$ cat config.mk
export PLATFORM = sky130hd
export DESIGN_NAME = aes_128_sched_flat
export DESIGN_NICKNAME = d
export VERILOG_FILES = /design/src/rtl/aes_128_sched_if.sv /design/src/rtl/aes_128_sched.sv /design/src/flat_wrapper.sv
export SDC_FILE = /design/constraint.sdc
export NUM_CORES = 1
export LEC_CHECK = 0
export BUFFER_PORTS_ARGS = -buffer_cell sky130_fd_sc_hd__buf_2
export CAP_MARGIN = 20
export CELL_PAD_IN_SITES_DETAIL_PLACEMENT = 2
export CELL_PAD_IN_SITES_GLOBAL_PLACEMENT = 2
export CORE_AREA = 10 10 300 302
export DETAILED_ROUTE_END_ITERATION = 8
export DIE_AREA = 0 0 310 312
export PLACE_DENSITY = 0.75
export SLEW_MARGIN = 5
export SYNTH_ARGS = -nofsm -noshare
export SYNTH_HDL_FRONTEND = slang
export SYNTH_SLANG_ARGS = --single-unit
$ cat constraint.sdc
create_clock -name clk -period 4.55 [get_ports clk]
set_input_delay 0.2275 -clock clk [delete_from_list [all_inputs] [get_ports clk]]
set_output_delay 0.2275 -clock clk [all_outputs]
set_load 0.05 [all_outputs]
$ cat src/rtl/aes_128_sched_if.sv
// Channel, core-side and result signals of the aes_128_sched scheduler.
// The slave modport is the scheduler's view; master is the surrounding system.
interface aes_128_sched_if;
    logic         ch0_valid;
    logic [127:0] ch0_data;
    logic         ch0_ready;
    logic         ch1_valid;
    logic [127:0] ch1_data;
    logic         ch1_ready;
    logic         aes_in_en;
    logic [127:0] aes_in_data;
    logic         aes_key_idx;
    logic         aes_out_en;
    logic [127:0] aes_out_data;
    logic         res0_en;
    logic [127:0] res0_data;
    logic         res1_en;
    logic [127:0] res1_data;
    logic [6:0]   inflight;
    logic         busy;
    logic         orphan_irq_pulse;
    logic         wdog_irq_pulse;

    modport slave (
        input  ch0_valid, ch0_data, ch1_valid, ch1_data,
        input  aes_out_en, aes_out_data,
        output ch0_ready, ch1_ready,
        output aes_in_en, aes_in_data, aes_key_idx,
        output res0_en, res0_data, res1_en, res1_data,
        output inflight, busy, orphan_irq_pulse, wdog_irq_pulse
    );

    modport master (
        output ch0_valid, ch0_data, ch1_valid, ch1_data,
        output aes_out_en, aes_out_data,
        input  ch0_ready, ch1_ready,
        input  aes_in_en, aes_in_data, aes_key_idx,
        input  res0_en, res0_data, res1_en, res1_data,
        input  inflight, busy, orphan_irq_pulse, wdog_irq_pulse
    );
endinterface

$ cat src/rtl/aes_128_sched.sv
// Two-channel round-robin scheduler in front of a two-key aes_128_top core.
// Define AES_SCHED_WDOG_EN to build the in-flight watchdog.
module aes_128_sched #(
    parameter int MAX_INFLIGHT   = 16,
    parameter int MAX_BURST      = 3,
    parameter int TIMEOUT_CYCLES = 1024
) (
    input logic            clk,
    input logic            kill,
    aes_128_sched_if.slave bus
);
    localparam int AW = (MAX_INFLIGHT > 1) ? $clog2(MAX_INFLIGHT) : 1;

    typedef enum logic [1:0] {IDLE, ISSUE, GAP} state_t;

    state_t            state, state_nxt;
    logic [3:0]        burst, burst_nxt;
    logic              last;
    logic [MAX_INFLIGHT-1:0] tags;
    logic [AW-1:0]     wptr, rptr;
    logic [6:0]        cnt;
    logic              grant, sel, pop;
    logic              in_en, key_idx;
    logic [127:0]      in_data;
    logic              r0_en, r1_en, orphan;
    logic [127:0]      r0_data, r1_data;

    always_comb begin
        grant     = 1'b0;
        sel       = 1'b0;
        state_nxt = state;
        burst_nxt = burst;
        if (!kill && state != GAP && cnt < 7'(MAX_INFLIGHT) &&
            (bus.ch0_valid || bus.ch1_valid))
            grant = 1'b1;
        // On a tie the channel not served last wins
        if (bus.ch0_valid && bus.ch1_valid)
            sel = ~last;
        else
            sel = bus.ch1_valid;
        unique case (state)
            GAP: begin
                state_nxt = IDLE;
                burst_nxt = '0;
            end
            default: begin
                if (grant) begin
                    burst_nxt = burst + 4'd1;
                    state_nxt = (burst_nxt >= 4'(MAX_BURST)) ? GAP : ISSUE;
                end else begin
                    burst_nxt = '0;
                    state_nxt = IDLE;
                end
            end
        endcase
    end

    assign pop = bus.aes_out_en && (cnt != 7'd0);

    always_ff @(posedge clk) begin
        if (kill) begin
            state   <= IDLE;
            burst   <= '0;
            last    <= 1'b1;
            tags    <= '0;
            wptr    <= '0;
            rptr    <= '0;
            cnt     <= '0;
            in_en   <= 1'b0;
            in_data <= '0;
            key_idx <= 1'b0;
            r0_en   <= 1'b0;
            r0_data <= '0;
            r1_en   <= 1'b0;
            r1_data <= '0;
            orphan  <= 1'b0;
        end else begin
            state  <= state_nxt;
            burst  <= burst_nxt;
            in_en  <= grant;
            r0_en  <= pop && !tags[rptr];
            r1_en  <= pop && tags[rptr];
            orphan <= bus.aes_out_en && (cnt == 7'd0);
            cnt    <= cnt + {6'd0, grant} - {6'd0, pop};
            if (grant) begin
                last       <= sel;
                in_data    <= sel ? bus.ch1_data : bus.ch0_data;
                key_idx    <= sel;
                tags[wptr] <= sel;
                wptr       <= wptr + 1'b1;
            end
            if (pop) begin
                rptr <= rptr + 1'b1;
                if (tags[rptr])
                    r1_data <= bus.aes_out_data;
                else
                    r0_data <= bus.aes_out_data;
            end
        end
    end

    assign bus.ch0_ready        = grant && !sel;
    assign bus.ch1_ready        = grant && sel;
    assign bus.aes_in_en        = in_en;
    assign bus.aes_in_data      = in_data;
    assign bus.aes_key_idx      = key_idx;
    assign bus.res0_en          = r0_en;
    assign bus.res0_data        = r0_data;
    assign bus.res1_en          = r1_en;
    assign bus.res1_data        = r1_data;
    assign bus.inflight         = cnt;
    assign bus.busy             = (cnt != 7'd0) || in_en;
    assign bus.orphan_irq_pulse = orphan;

`ifdef AES_SCHED_WDOG_EN
    logic [31:0] wd;
    logic        wd_irq;

    always_ff @(posedge clk) begin
        if (kill || bus.aes_out_en || cnt == 7'd0) begin
            wd     <= '0;
            wd_irq <= 1'b0;
        end else if (wd + 32'd1 == 32'(TIMEOUT_CYCLES)) begin
            wd     <= '0;
            wd_irq <= 1'b1;
        end else begin
            wd     <= wd + 32'd1;
            wd_irq <= 1'b0;
        end
    end

    assign bus.wdog_irq_pulse = wd_irq;
`else
    assign bus.wdog_irq_pulse = 1'b0;
`endif
endmodule

$ cat src/flat_wrapper.sv
// flat-port wrapper written by rule: the top's interface ports become plain ports
module aes_128_sched_flat 
#(
    parameter int MAX_INFLIGHT   = 16,
    parameter int MAX_BURST      = 3,
    parameter int TIMEOUT_CYCLES = 1024
)
  (clk, kill, bus_ch0_valid, bus_ch0_data, bus_ch1_valid, bus_ch1_data, bus_aes_out_en, bus_aes_out_data, bus_ch0_ready, bus_ch1_ready, bus_aes_in_en, bus_aes_in_data, bus_aes_key_idx, bus_res0_en, bus_res0_data, bus_res1_en, bus_res1_data, bus_inflight, bus_busy, bus_orphan_irq_pulse, bus_wdog_irq_pulse);
  aes_128_sched_if bus_i ();
  input logic clk;
  input logic kill;
  input wire logic [$bits(bus_i.ch0_valid)-1:0] bus_ch0_valid;
  input wire logic [$bits(bus_i.ch0_data)-1:0] bus_ch0_data;
  input wire logic [$bits(bus_i.ch1_valid)-1:0] bus_ch1_valid;
  input wire logic [$bits(bus_i.ch1_data)-1:0] bus_ch1_data;
  input wire logic [$bits(bus_i.aes_out_en)-1:0] bus_aes_out_en;
  input wire logic [$bits(bus_i.aes_out_data)-1:0] bus_aes_out_data;
  output wire logic [$bits(bus_i.ch0_ready)-1:0] bus_ch0_ready;
  output wire logic [$bits(bus_i.ch1_ready)-1:0] bus_ch1_ready;
  output wire logic [$bits(bus_i.aes_in_en)-1:0] bus_aes_in_en;
  output wire logic [$bits(bus_i.aes_in_data)-1:0] bus_aes_in_data;
  output wire logic [$bits(bus_i.aes_key_idx)-1:0] bus_aes_key_idx;
  output wire logic [$bits(bus_i.res0_en)-1:0] bus_res0_en;
  output wire logic [$bits(bus_i.res0_data)-1:0] bus_res0_data;
  output wire logic [$bits(bus_i.res1_en)-1:0] bus_res1_en;
  output wire logic [$bits(bus_i.res1_data)-1:0] bus_res1_data;
  output wire logic [$bits(bus_i.inflight)-1:0] bus_inflight;
  output wire logic [$bits(bus_i.busy)-1:0] bus_busy;
  output wire logic [$bits(bus_i.orphan_irq_pulse)-1:0] bus_orphan_irq_pulse;
  output wire logic [$bits(bus_i.wdog_irq_pulse)-1:0] bus_wdog_irq_pulse;
  assign bus_i.ch0_valid = bus_ch0_valid;
  assign bus_i.ch0_data = bus_ch0_data;
  assign bus_i.ch1_valid = bus_ch1_valid;
  assign bus_i.ch1_data = bus_ch1_data;
  assign bus_i.aes_out_en = bus_aes_out_en;
  assign bus_i.aes_out_data = bus_aes_out_data;
  assign bus_ch0_ready = bus_i.ch0_ready;
  assign bus_ch1_ready = bus_i.ch1_ready;
  assign bus_aes_in_en = bus_i.aes_in_en;
  assign bus_aes_in_data = bus_i.aes_in_data;
  assign bus_aes_key_idx = bus_i.aes_key_idx;
  assign bus_res0_en = bus_i.res0_en;
  assign bus_res0_data = bus_i.res0_data;
  assign bus_res1_en = bus_i.res1_en;
  assign bus_res1_data = bus_i.res1_data;
  assign bus_inflight = bus_i.inflight;
  assign bus_busy = bus_i.busy;
  assign bus_orphan_irq_pulse = bus_i.orphan_irq_pulse;
  assign bus_wdog_irq_pulse = bus_i.wdog_irq_pulse;
  aes_128_sched #(.MAX_INFLIGHT(MAX_INFLIGHT), .MAX_BURST(MAX_BURST), .TIMEOUT_CYCLES(TIMEOUT_CYCLES)) u_core (.clk(clk), .kill(kill), .bus(bus_i));
endmodule
-- Word level (Yosys, flattened, before mapping)
Index checks and enable logic that the tools add are counted.
- register bits after elaboration: 427
- input port bits: 389
- word-level logic and storage cells: 60
- add/subtract/negate cells: 5
- $lt $le $gt $ge: 5
- equal/unequal tests: 2
- muxes and demuxes: 9
- bitwise operators: 3
- reductions and logical operators: 21
- operator list (kind ; number):
    $mux W128 ; 1
    $bwmux W16 ; 1
    $add A4 B1 Y4 const B ; 3
    $logic_and A1 B1 Y1 ; 11
    $lt A4 B5 Y1 const B ; 2
    $add A7 B1 Y7 ; 1
    $logic_not A7 Y1 ; 1
    $lt A7 B5 Y1 const B ; 1
    $reduce_bool A7 Y1 ; 1
    $sub A7 B1 Y7 ; 1
    $bmux W1 S4 ; 1
    $demux W1 S4 ; 1
    $ge A4 B1 Y1 const B ; 1
    $ge A4 B2 Y1 const B ; 1
    $mux W1 ; 4
    $reduce_and A2 Y1 ; 2
    $logic_not A1 Y1 ; 3
    $not A1 Y1 ; 3
    $reduce_or A3 Y1 ; 1
    $eq A2 B2 Y1 const B ; 1
    $logic_or A1 B1 Y1 ; 2
    $mux W2 ; 1
    $ne A2 B2 Y1 const B ; 1

-- Depth between registers and ports, before layout
Gate-level depths: netlist of run 1.
- depth after elaboration: 7
- depth in mapped cells: 14
- gate-level depth less buffers: 14

-- Worst setup path after synthesis of run 1
OpenSTA, ideal clock, no wires.
- path type: reg2reg
- start point: reg u_core.cnt[4], in the netlist u_core.bus.inflight[4]
- end point: reg u_core.cnt[6], in the netlist u_core.bus.inflight[6]
- setup time: 126 ps
- data arrival time: 3097 ps
- data required time: 4424 ps
- slack: 1327 ps
- cell stages (with the launch flop): 15
- period minus slack after synthesis: 3223 ps
- cells stage by stage: dfxtp_1 > inv_1 > ha_1 > nor4b_1 > a21oi_1 > ha_1 > inv_1 > ha_1 > inv_1 > fa_1 > nand2b_1 > a21oi_1 > o21a_1 > or3_1 > nand3_1
- RTL lines (element ; RTL line ; RTL):
    start: declaration ; aes_128_sched.sv:21 ; logic [6:0] cnt;
    start signal: assignment ; aes_128_sched.sv:84 ; cnt <= cnt + {6'd0, grant} - {6'd0, pop};
    $reduce_bool A7 Y1 ; aes_128_sched.sv:58 ; assign pop = bus.aes_out_en && (cnt != 7'd0);
    $logic_and A1 B1 Y1 ; aes_128_sched.sv:58 ;
    named net u_core.pop ; aes_128_sched.sv:22 ; logic grant, sel, pop;
    $sub A7 B1 Y7 ; aes_128_sched.sv:84 ;
The timed path passes the listed nets, and every way through them passes these cells.
A chain may end at the register's enable or synchronous reset.

-- Worst setup path after layout of run 1
Same ends and word-level chain as after synthesis.

==> results of run 1 <==
## cell usage after synthesis, types with 15 or more instances
cell type  instances  area share (%)
clkbuf_1          97             2.0
nand3_1           15            0.42
buf_4             15            0.63
a211oi_1         130             5.4
nor2_1           167             3.5
buf_1             16            0.33
a21oi_1           34            0.95
mux2i_1          281              16
nand2_2          100             3.5
dfxtp_1          427              48
inv_1             17            0.36
a21oi_2          100             4.9
ha_1              17             1.2
nand2_1          420             8.8
## stage by stage
| stage | cell area, µm² | total power (W) | util (%) | instances | setup slack, ns |
|---|---|---|---|---|---|
| after floorplan | 18000 | 0.00813 | - | 1930 | 1.33 |
| after global placement | 22900 | 0.00945 | 27.1 | 3692 | 1.33 |
| after detailed placement | 22900 | 0.00955 | 27.1 | 3692 | 1.07 |
| after CTS | 27900 | 0.0145 | 33.1 | 4105 | 1.06 |
| after global routing | 28000 | 0.0152 | 33.2 | 4133 | 0.826 |
| final | 28000 | 0.0145 | 33.2 | 4135 | 1.07 |
## power by group through the flow
stage	clock network (W)	logic [W]	registers, W
2_1_floorplan	0	0.00170	0.00643
4_1_cts	0.00468	0.00516	0.00462
3_5_place_dp	0	0.00486	0.00469
5_1_grt	0.00486	0.00559	0.00472
6_report	0.00460	0.00527	0.00467
3_3_place_gp	0	0.00479	0.00466
## logic make-up (layout without fill, tap and decap cells)
family          Yosys count  after routing  share of synthesized area, %
simple gates            732            732                          17.2
flops                   427            427                          47.6
mux                     287            287                          16.2
compound gates          279            279                          11.9
buf+inv                 175           1260                          5.27
fa+ha+maj                18             18                          1.30
xor+xnor                 11             11                         0.536
other cells               1             31                        0.0209
## worst max path at each step
stage                                      start  slack (ns)                endpoint  cells after the start
final                     u_core.bus.inflight[4]        1.07  u_core.bus.inflight[6]                     14
after global routing      u_core.bus.inflight[4]        0.83  u_core.bus.inflight[6]                     14
after CTS                 u_core.bus.inflight[4]        1.06  u_core.bus.inflight[6]                     14
after detailed placement  u_core.bus.inflight[4]        1.07  u_core.bus.inflight[6]                     14
after global placement    u_core.bus.inflight[5]        1.33  u_core.bus.inflight[6]                     14
after floorplan           u_core.bus.inflight[4]        1.33  u_core.bus.inflight[6]                     14
## worst max-delay path: cells and delay by family (launching register included)
family                     cells  cell delay [ns]
buffers and inverters          3             0.22
adders and majority gates      4             1.10
DFF                            1             0.33
and+or+nand+nor                4             0.97
AOI/OAI and AO/OA              3             0.74
## metal layers
layer | part of all wire, % | vias to the layer above
li1 | - | 8626
met1 | 37 | 9172
met2 | 50 | 716
met3 | 8.1 | 217
met4 | 4.8 | 26
met5 | 0.16 | -
## sequential cells by signal (all words and copies together) (netlist names), 4 cells and up
signal                  flops
u_core.rptr                 4
u_core.bus.aes_in_data    128
u_core.burst                4
u_core.bus.res0_data      128
u_core.bus.inflight         7
u_core.wptr                 4
u_core.tags                16
u_core.bus.res1_data      128
## layout by cell type, fill, tap and decap left out, drive strengths merged, types with 2 or more instances in the layout
cell type and count:
inv 21, mux2i 281, dlygate4sd3 320, nand2b 2
dfxtp 427, xor2 6, a21oi 134, a211oi 130
nor3 5, clkbuf 76, nor2 167, and3 2
mux4 2, nand4 6, a31oi 4, clkinv 7
bufinv 7, mux2 4, nor4b 2, nand2 520
and2 2, ha 17, a22oi 3, nand3 15
xnor2 5, diode 30, or3 2, nor2b 5
buf 828
## area by class of cell
type / count / share of cell area [%]
diodes: 30 / 0.268
clock buffers: 76 / 5.65
clock inverters: 17 / 1.04
inverters: 19 / 0.308
multi-input cells: 1328 / 30.4
flip-flops and latches: 427 / 30.5
well taps: 1090 / 4.87
repair buffers: 1148 / 27.0
==> run metrics, run 1 <==
FF-to-FF setup slack between 1 and 1.5 ns; antenna violations before repair between 50 and 60; P per Cell Area about 520 nW/µm²; first-pass GRT wire length approximately 140,000 µm; CTS tree yes; postcts setup bufs 0; drt pass-1 iters 5; Slew @ Worst Pin between 1 and 1.5 ns; hold depth 3; Worst Hold End u_core.bus.aes_in_data[12]; Slew HR between 20 and 30%; nets@finish 3,383; gr ovfl total 0; Die Y between 300 and 400 µm; CTS Buffer Depth 3; Clk pwr share between 30% and 40%; Pleak 12.5 nW; Syn Inst Count between 1,500 and 2,000; initial DRC count roughly 940; CP Class flop to flop; area of the mapped netlist roughly 18,000 µm²; H-tree levels 2; Yosys reg bits roughly 430; RSZ-0062 raised after global routing no; via count around 19,000; fin crit share about three quarters; Routed WL per cell 24.3 µm; Syn Nets between 2,000 and 2,500; Net Sw Frac around 41%; final-report hold violation count 0; Setup crit end kind flop; Main synth FF type dfxtp_1; post-synth cell types 47; status completed; Net Switching between 0.005 and 0.006 W; Area Growth Syn to Fin 56.0%; fmax about 0.29 GHz; ys async rst share 0%; die area between 90,000 and 100,000 µm²; initial core utilization between 20% and 30%; hold_buf cts 320; # rows ~110; FF-to-FF End u_core.bus.inflight[6]; Die W just over 300 µm; Mean Syn Cell Area about 9.3 µm²; antenna-violating nets left 0; HPWL after DPL between 60,000 and 70,000 µm; number of port buffers 787; skew final 0.0163 ns; Worst Path Arrival about 4 ns; gr busiest metal met2; EDFF count, synth 0; Fillers ~9,400; R2R cell count 14; gr usage total between 10% and 20%; CTS Root Cell clkbuf_16; Pint between 0.008 and 0.009 W; CP Max Fanout 7; crit path cell chain inv_1 -> ha_1 -> nor4b_1 -> a21oi_1 -> ha_1 -> inv_1 -> ha_1 -> inv_1 -> fa_1 -> nand2b_1 -> a21oi_1 -> o21a_1 -> or3_1 -> nand3_1; gpl congestion about 0.81; M2 GR Usage between 30% and 40%; hold_sp bus_ch0_data[12]; layout cells sized above 1 between 30% and 40%; Register Area about 8500 µm²; HP Class input pin to flop; Tmin final 3.48 ns; origin of the critical flop-to-flop path u_core.bus.inflight[4]; pin count of the biggest net entering global routing between 200 and 250; vias in the first global route 21,100; setup TNS 0 ns; Slowest cell on crit path nor4b_1; Multi-input gate area approximately 8500 µm²; max incr delay on CP approximately 0.62 ns; WL final between 100,000 and 150,000 µm; total CTS buffers between 50 and 60; # DRC 0; Slew Limit Fails 0; Top-Level Pins just under 800; core area approximately 84,000 µm²; met1 Use GR 20.6%; vias per inst around 4.5; sequential element share of the synthesized area between 40% and 50%; Required @ worst endpoint around 5 ns; Logic pwr share a little over a third; CTS clock-pin slew for the worst setup and hold paths 0.06 ns; Max Cap Viol 0; CTS sink count around 430; Hold Slack approximately 0.013 ns; VDD IR-drop max about 0.27 mV; Skew-Pair Late Insertion Delay about 0.61 ns; post-CTS sizing 0; setup violators final 0; Yosys warning total 0; Seq pwr share around a third; CP Launch Type flop; GRT met3 Usage 6.36%
Power figures use the tool's default switching activity.
==> run 2: changes to the inputs <==
--- a/config.mk
+++ b/config.mk
@@ -5,14 +5,15 @@
 export SDC_FILE = /design/constraint.sdc
 export NUM_CORES = 1
 export LEC_CHECK = 0
+export ABC_AREA = 1
 export BUFFER_PORTS_ARGS = -buffer_cell sky130_fd_sc_hd__buf_2
 export CAP_MARGIN = 20
 export CELL_PAD_IN_SITES_DETAIL_PLACEMENT = 2
 export CELL_PAD_IN_SITES_GLOBAL_PLACEMENT = 2
-export CORE_AREA = 10 10 300 302
+export CORE_MARGIN = 10
+export CORE_UTILIZATION = 22
 export DETAILED_ROUTE_END_ITERATION = 8
-export DIE_AREA = 0 0 310 312
-export PLACE_DENSITY = 0.75
+export PLACE_DENSITY = 0.84
 export SLEW_MARGIN = 5
 export SYNTH_ARGS = -nofsm -noshare
 export SYNTH_HDL_FRONTEND = slang
==> constraint.sdc (replaced) <==
create_clock -name clk -period 3.1 [get_ports clk]
set_input_delay 0.155 -clock clk [delete_from_list [all_inputs] [get_ports clk]]
set_output_delay 0.155 -clock clk [all_outputs]
set_load 0.05 [all_outputs]
==> run 2 against run 1 <==
Net effect:
- die area grew 1.6%
- fmax grew 17%
- total power grew 96%
- sequential share of layout area shrank 1.8 points
- utilization grew 1.8 points
- register-to-register slack lost 0.94 ns
- hold slack gained 0.015 ns
- sequential power grew 66%
- final cell count grew 23%
- largest power group unchanged
- highest routed layer unchanged
==> run metrics, run 2 <==
status completed; Slew Limit Fails 0 (unchanged); Syn Inst Count 2,801 (+45%); CTS Buffer Depth 3 (unchanged); Routed WL per cell 26.3 µm (+8.3%); vias per inst 4.82 (+6.3%); CP Launch Type flop; HP Class input pin to flop; fin util 35.0% (+1.8 points); sequential element share of the synthesized area 45.1% (-2.5 points); setup violators final 0 (unchanged); Hold Slack 0.0287 ns (+0.0154 ns); # DRC 0 (unchanged); gpl congestion 0.827 (+1.7%); total CTS buffers 53 (+1.9%); CP Class flop to flop; count leader, synth nand2_1; drt pass-1 iters 6 (+1); fin crit share 95.5% (+19 points); most common cell after layout, fill and taps aside nand2_1; gr ovfl total 0 (unchanged); Die Y 313 µm (+0.46%); vias in the first global route 28,400 (+35%); antenna violations before repair 41 (-28%); fmax 0.338 GHz (+17%); WL final 134,000 µm (+34%); Slew @ Worst Pin 1.08 ns (-0.0314 ns); VDD IR-drop max 0.450 mV (+70%); Required @ worst endpoint 3.63 ns (-1.40 ns); Synth area leaders dfxtp_1, nand2_1, inv_1, nor2_1, a31oi_1; post-synth cell types 27 (-43%); commonest cells after routing, fill and taps aside nand2_1, buf_2, inv_1; number of port buffers 787 (unchanged); area of the mapped netlist 18,900 µm² (+5.5%); final-report hold violation count 0 (unchanged); Area Growth Syn to Fin 57.5%; CTS sink count 427 (unchanged); Top-Level Pins 789 (unchanged); top cells by count, synth nand2_1, inv_1, dfxtp_1; Max Cap Viol 0 (unchanged); skew final 0.0377 ns (+0.0214 ns); cell taking the most area after synthesis dfxtp_1; Tmin final 2.96 ns (-0.514 ns); via count 24,600 (+31%); Pleak 15.2 nW (+21%); Worst Path Arrival 3.50 ns (-0.45 ns); pin count of the biggest net entering global routing 204 (+1.5%); CP Max Fanout 41 (+34); Syn Nets 3,208 (+37%); layout cells sized above 1 23.9% (-13 points); initial core utilization 22.2% (+0.91 points); antenna-violating nets left 0 (unchanged); # rows 107 (unchanged); core area 85,300 µm² (+1.1%); initial DRC count 1,519 (+62%); Die W 313 µm (+1.1%); P per Cell Area 953 nW/µm² (+84%); die area 98,200 µm² (+1.6%); CTS Root Cell clkbuf_16; CTS tree yes; first-pass GRT wire length 193,000 µm (+34%); HPWL after DPL 73,200 µm (+8.7%); Slew HR 27.7% (+2.1 points); nets@finish 4,279 (+26%); Yosys reg bits 427 (unchanged); Main synth FF type dfxtp_1; Mean Syn Cell Area 6.76 µm² (-27%); EDFF count, synth 0 (unchanged); Yosys top cell area share 45.1% (-2.5 points); CTS clock-pin slew for the worst setup and hold paths 0.08 ns (+0.02 ns); H-tree levels 2 (unchanged); ys async rst share 0% (unchanged); Skew-Pair Late Insertion Delay 0.62 ns (about the same); Setup crit end kind flop; Yosys warning total 0 (unchanged); gr usage total 25.5% (+5.9 points)
==> run 2: cell count changes after synthesis, sizes merged, moves of 23 or more <==
cell | before | now
clkbuf | 97 | 58
nand2 | 520 | 820
a21oi | 134 | 157
o21ai | 0 | 28
nand3 | 15 | 149
nor2 | 167 | 293
nand4 | 6 | 128
a211oi | 130 | 0
buf | 59 | 148
mux2i | 281 | 0
a31oi | 4 | 128
inv | 19 | 439
==> run 2: routing by layer <==
layer / up-vias / share of wire (%) / wire length (µm) / GRT usage, %
li1: 10900 / - / - / -
met1: 12200 / 36 / 48800 / 26.2
met2: 1100 / 50 / 67500 / 46.1
met3: 401 / 6.6 / 8820 / 6.00
met4: 4 / 6.8 / 9100 / 16.0
met5: - / 0.023 / 31 / 0
==> run 2: power breakdown <==
group / switching, W / total [W] / internal [W]
Clock: 0.00288 / 0.00672 / 0.00383
Combinational: 0.0105 / 0.0140 / 0.00345
Sequential: 0.000969 / 0.00775 / 0.00678
Total: 0.0144 / 0.0284 / 0.0141
==> run 2: per-stage QoR <==
| step | setup slack, ns | TNS (ns) | instance area [µm²] | cells | total power, W |
|---|---|---|---|---|---|
| detailed placement | 0.160 | 0 | 23900 | 4571 | 0.0200 |
| CTS | 0.0510 | 0 | 29600 | 5056 | 0.0274 |
| floorplan | 0.00439 | 0 | 19000 | 2801 | 0.0162 |
| global placement | 0.335 | 0 | 23900 | 4571 | 0.0196 |
| finish | 0.138 | 0 | 29800 | 5100 | 0.0284 |
| global route | -0.0290 | -0.0694 | 29800 | 5094 | 0.0297 |
==> run 2: worst paths after layout <==
| kind | startpoint | end | slack [ns] | depth (start not counted) |
|---|---|---|---|---|
| worst max-delay path | u_core.bus.inflight[6] | u_core.bus.aes_in_data[3] | 0.14 | 12 |
| worst min-delay path | bus_ch1_data[126] | u_core.bus.aes_in_data[126] | 0.03 | 3 |
| worst max register to register | u_core.bus.inflight[6] | u_core.bus.aes_in_data[3] | 0.14 | 12 |
| worst min register to register | u_core.tags[9] | u_core.tags[9] | 0.45 | 2 |
==> run 2: worst max-delay path: stages (launching register included) <==
cell and delay (ns):
dfxtp_1 0.33, inv_1 0.11, ha_1 0.16, nand2_1 0.06, nor2_2 0.16, nand2_4 0.06
buf_4 0.26, nor2_4 0.15, buf_12 0.23, buf_16 0.22, nand2_1 0.15, a31oi_1 0.31
dlygate4sd3_1 0.62
==> run 2: what timing repair did <==
action | 4_1_cts | 5_1_grt
setup endpoints to repair | 0 | 28
hold endpoints to repair | 385 | 0
resized for setup | 0 | 11
buffers inserted | 0 | 1
hold buffers | 386 | 0
==> run 2: cells by family after synthesis <==
kind of cell,count (synthesis),synth area share [%]
xor+xnor,2,0.0925
other cells,1,0.0198
simple gates,1394,30.4
flops,427,45.1
fa+ha+maj,18,1.23
compound gates,313,9.11
buf+inv,646,14.0
==> run 2: final cells by class <==
class                   instances  area [µm²]
diodes                         40         100
clock buffers                  83        1570
clock inverters                16         230
fillers                     10000       55400
inverters                     440        1670
multi-input cells            1728        7820
flip-flops and latches        427        8550
well taps                    1144        1430
repair buffers               1222        8470
==> run 3: changes to the inputs <==
--- a/config.mk
+++ b/config.mk
@@ -10,10 +10,10 @@
 export CAP_MARGIN = 20
 export CELL_PAD_IN_SITES_DETAIL_PLACEMENT = 2
 export CELL_PAD_IN_SITES_GLOBAL_PLACEMENT = 2
-export CORE_MARGIN = 10
-export CORE_UTILIZATION = 22
+export CORE_AREA = 10 10 301 303
 export DETAILED_ROUTE_END_ITERATION = 8
-export PLACE_DENSITY = 0.84
+export DIE_AREA = 0 0 311 313
+export PLACE_DENSITY = 0.83
 export SLEW_MARGIN = 5
 export SYNTH_ARGS = -nofsm -noshare
 export SYNTH_HDL_FRONTEND = slang
==> constraint.sdc (replaced) <==
create_clock -name clk -period 3.6 [get_ports clk]
set_input_delay 0.18 -clock clk [delete_from_list [all_inputs] [get_ports clk]]
set_output_delay 0.18 -clock clk [all_outputs]
set_load 0.05 [all_outputs]
==> run 3 against run 2 <==
Net effect:
- via count is 0.83% lower
- sequential power is 14% lower
- hold slack better by 0.025 ns
- register-to-register slack better by 0.30 ns
- clock-buffer cell count is 3 higher
- sequential cell count stayed put
- sequential share of layout area is 0.21 points higher
- setup slack better by 0.30 ns
- largest cell class unchanged
- highest routed layer unchanged
==> run metrics, run 3 (same netlist as run 2, synthesis figures left out) <==
Routed WL per cell 25.3 µm (-3.8%); initial core utilization 22.4% (+0.18 points); pin count of the biggest net entering global routing 205 (+0.49%); P per Cell Area 813 nW/µm² (-15%); antenna-violating nets left 0 (unchanged); Net Switching 0.0120 W (-16%); drt pass-1 iters 5 (-1); vias in the first global route 27,800 (-2.4%); CTS clock-pin slew for the worst setup and hold paths 0.06 ns (-0.02 ns); via count 24,400 (-0.83%); Fillers 9,928 (-0.78%); area post-placement 23,900 µm² (-0.29%); CTS tree yes; design area 29,600 µm² (-0.80%); number of port buffers 787 (unchanged); Die W 311 µm (-0.78%); HP Class input pin to flop; Max Cap Viol 0 (unchanged); Slew Limit Fails 0 (unchanged); layout cells sized above 1 23.4% (-0.52 points); Seq pwr share 27.7% (+0.5 points); CP Class flop to flop; final-report hold violation count 0 (unchanged); Setup crit end kind flop; final worst slack 0.435 ns (+0.297 ns); Logic pwr share 48.6% (-0.5 points); Slew HR 24.6% (-3.2 points); Net Sw Frac 50.1% (-0.51 points); die area 97,300 µm² (-0.92%); gr ovfl total 0 (unchanged); CTS Buffer Depth 3 (unchanged); Hold Slack 0.0536 ns (+0.0249 ns); fin util 35.0% (about the same); Die Y 313 µm (-0.14%); core area 84,600 µm² (-0.78%); CP Launch Type flop; nets@finish 4,268 (-0.26%); antenna violations before repair 41 (unchanged); commonest cells after routing, fill and taps aside nand2_1, buf_2, inv_1; Pint 0.0120 W (-15%); Setup WS pre-CTS 0.638 ns (+0.479 ns); Slew @ Worst Pin 1.13 ns (+0.0473 ns); gpl congestion 0.874 (+5.6%); vias per inst 4.80 (-0.49%); initial DRC count 1,673 (+10%); fin crit share 87.9% (-7.6 points); gr usage total 24.7% (-0.74 points); met1 Use GR 25.7% (-0.46 points); Required @ worst endpoint 4.07 ns (+0.44 ns); CTS Root Cell clkbuf_16; most common cell after layout, fill and taps aside nand2_1; # rows 107 (unchanged); H-tree levels 2 (unchanged); status completed; total CTS buffers 52 (-1.9%); first-pass GRT wire length 187,000 µm (-3.2%); Tmin final 3.16 ns (+0.203 ns); gr busiest metal met2; skew final 0.0372 ns (-0.000520 ns); Area Growth Syn to Fin 56.3%; VDD IR-drop max 0.481 mV (+7.1%); HPWL after DPL 71,100 µm (-2.8%); RSZ-0062 raised after global routing no; WL final 129,000 µm (-4.1%); CTS sink count 427 (unchanged); Clk pwr share 23.7% (about the same); Skew-Pair Late Insertion Delay 0.61 ns (about the same); setup TNS 0 ns (unchanged); GRT met3 Usage 5.96% (-0.048 points); FF-to-FF setup slack 0.44 ns (+0.30 ns); M2 GR Usage 44.6% (-1.6 points); fmax 0.316 GHz (-6.4%); Top-Level Pins 789 (unchanged); Pleak 15.1 nW (-0.71%); Worst Path Arrival 3.63 ns (+0.13 ns); setup violators final 0 (unchanged); # DRC 0 (unchanged); CP Max Fanout 204 (+400%)
## run 3: cell types whose count changed in the layout (fill, tap and decap cells not counted), sizes merged
cell         change
inv              -3
buf              -6
diode            -2
clkinv           -4
clkinvlp         -1
dlygate4sd3      -1
## run 3: timing repair
action / in CTS / in global routing
endpoints found under the hold margin: 378 / 0
setup buffers: 0 / 0
setup endpoints to repair: 0 / 0
hold buffers: 385 / 0
resized for setup: 0 / 0
## run 3: power by group through the flow
| stage | combinational (W) | clock, W | sequential, W |
|---|---|---|---|
| global placement | 0.0103 | 0 | 0.00649 |
| detailed placement | 0.0105 | 0 | 0.00654 |
| CTS | 0.0112 | 0.00570 | 0.00646 |
| finish | 0.0117 | 0.00570 | 0.00665 |
| global route | 0.0124 | 0.00603 | 0.00674 |
| floorplan | 0.00388 | 0 | 0.0101 |
## run 3: path summary, 6_finish.rpt
path                               start                        to  cells after the start
hold reg to reg           u_core.tags[2]            u_core.tags[2]                      2
hold / removal      bus_aes_out_data[54]  u_core.bus.res1_data[54]                      5
setup reg to reg  u_core.bus.inflight[2]   u_core.bus.res1_data[4]                     12
setup / recovery  u_core.bus.inflight[2]   u_core.bus.res1_data[4]                     12
## run 3: final cells by class
class                      count  area (µm²)  area share, %
tap                         1144        1430           4.83
inverter                     440        1670           5.63
clock inverter                 8         176          0.596
multi-input combinational   1728        7800           26.4
sequential                   427        8550           28.9
clock buffer                  86        1600           5.41
antenna                       38        95.1          0.321
timing repair buffer        1212        8280           28.0
## run 3: layer usage
layer	share of wire (%)	vias to the layer above	wire [µm]
met5	0.056	-	72
met4	6.4	12	8210
met3	6.2	341	7960
met2	51	1041	65200
met1	37	12100	47200
li1	-	10900	-
## run 3: stage by stage
step                power [W]  cells
CTS                    0.0233   5045
finish                 0.0241   5083
global placement       0.0168   4566
global route           0.0252   5082
detailed placement     0.0171   4566
floorplan              0.0140   2801
## run 3: critical path, stage by stage (launching register included)
cell     delay, ns
dfxtp_1       0.35
inv_1         0.07
ha_1          0.20
nand2_1       0.08
nor2_1        0.05
nand3_1       0.11
nand2_1       0.21
inv_8         0.22
buf_4         0.36
buf_12        0.51
nand3_1       0.24
nand2_1       0.17
nor2_1        0.07
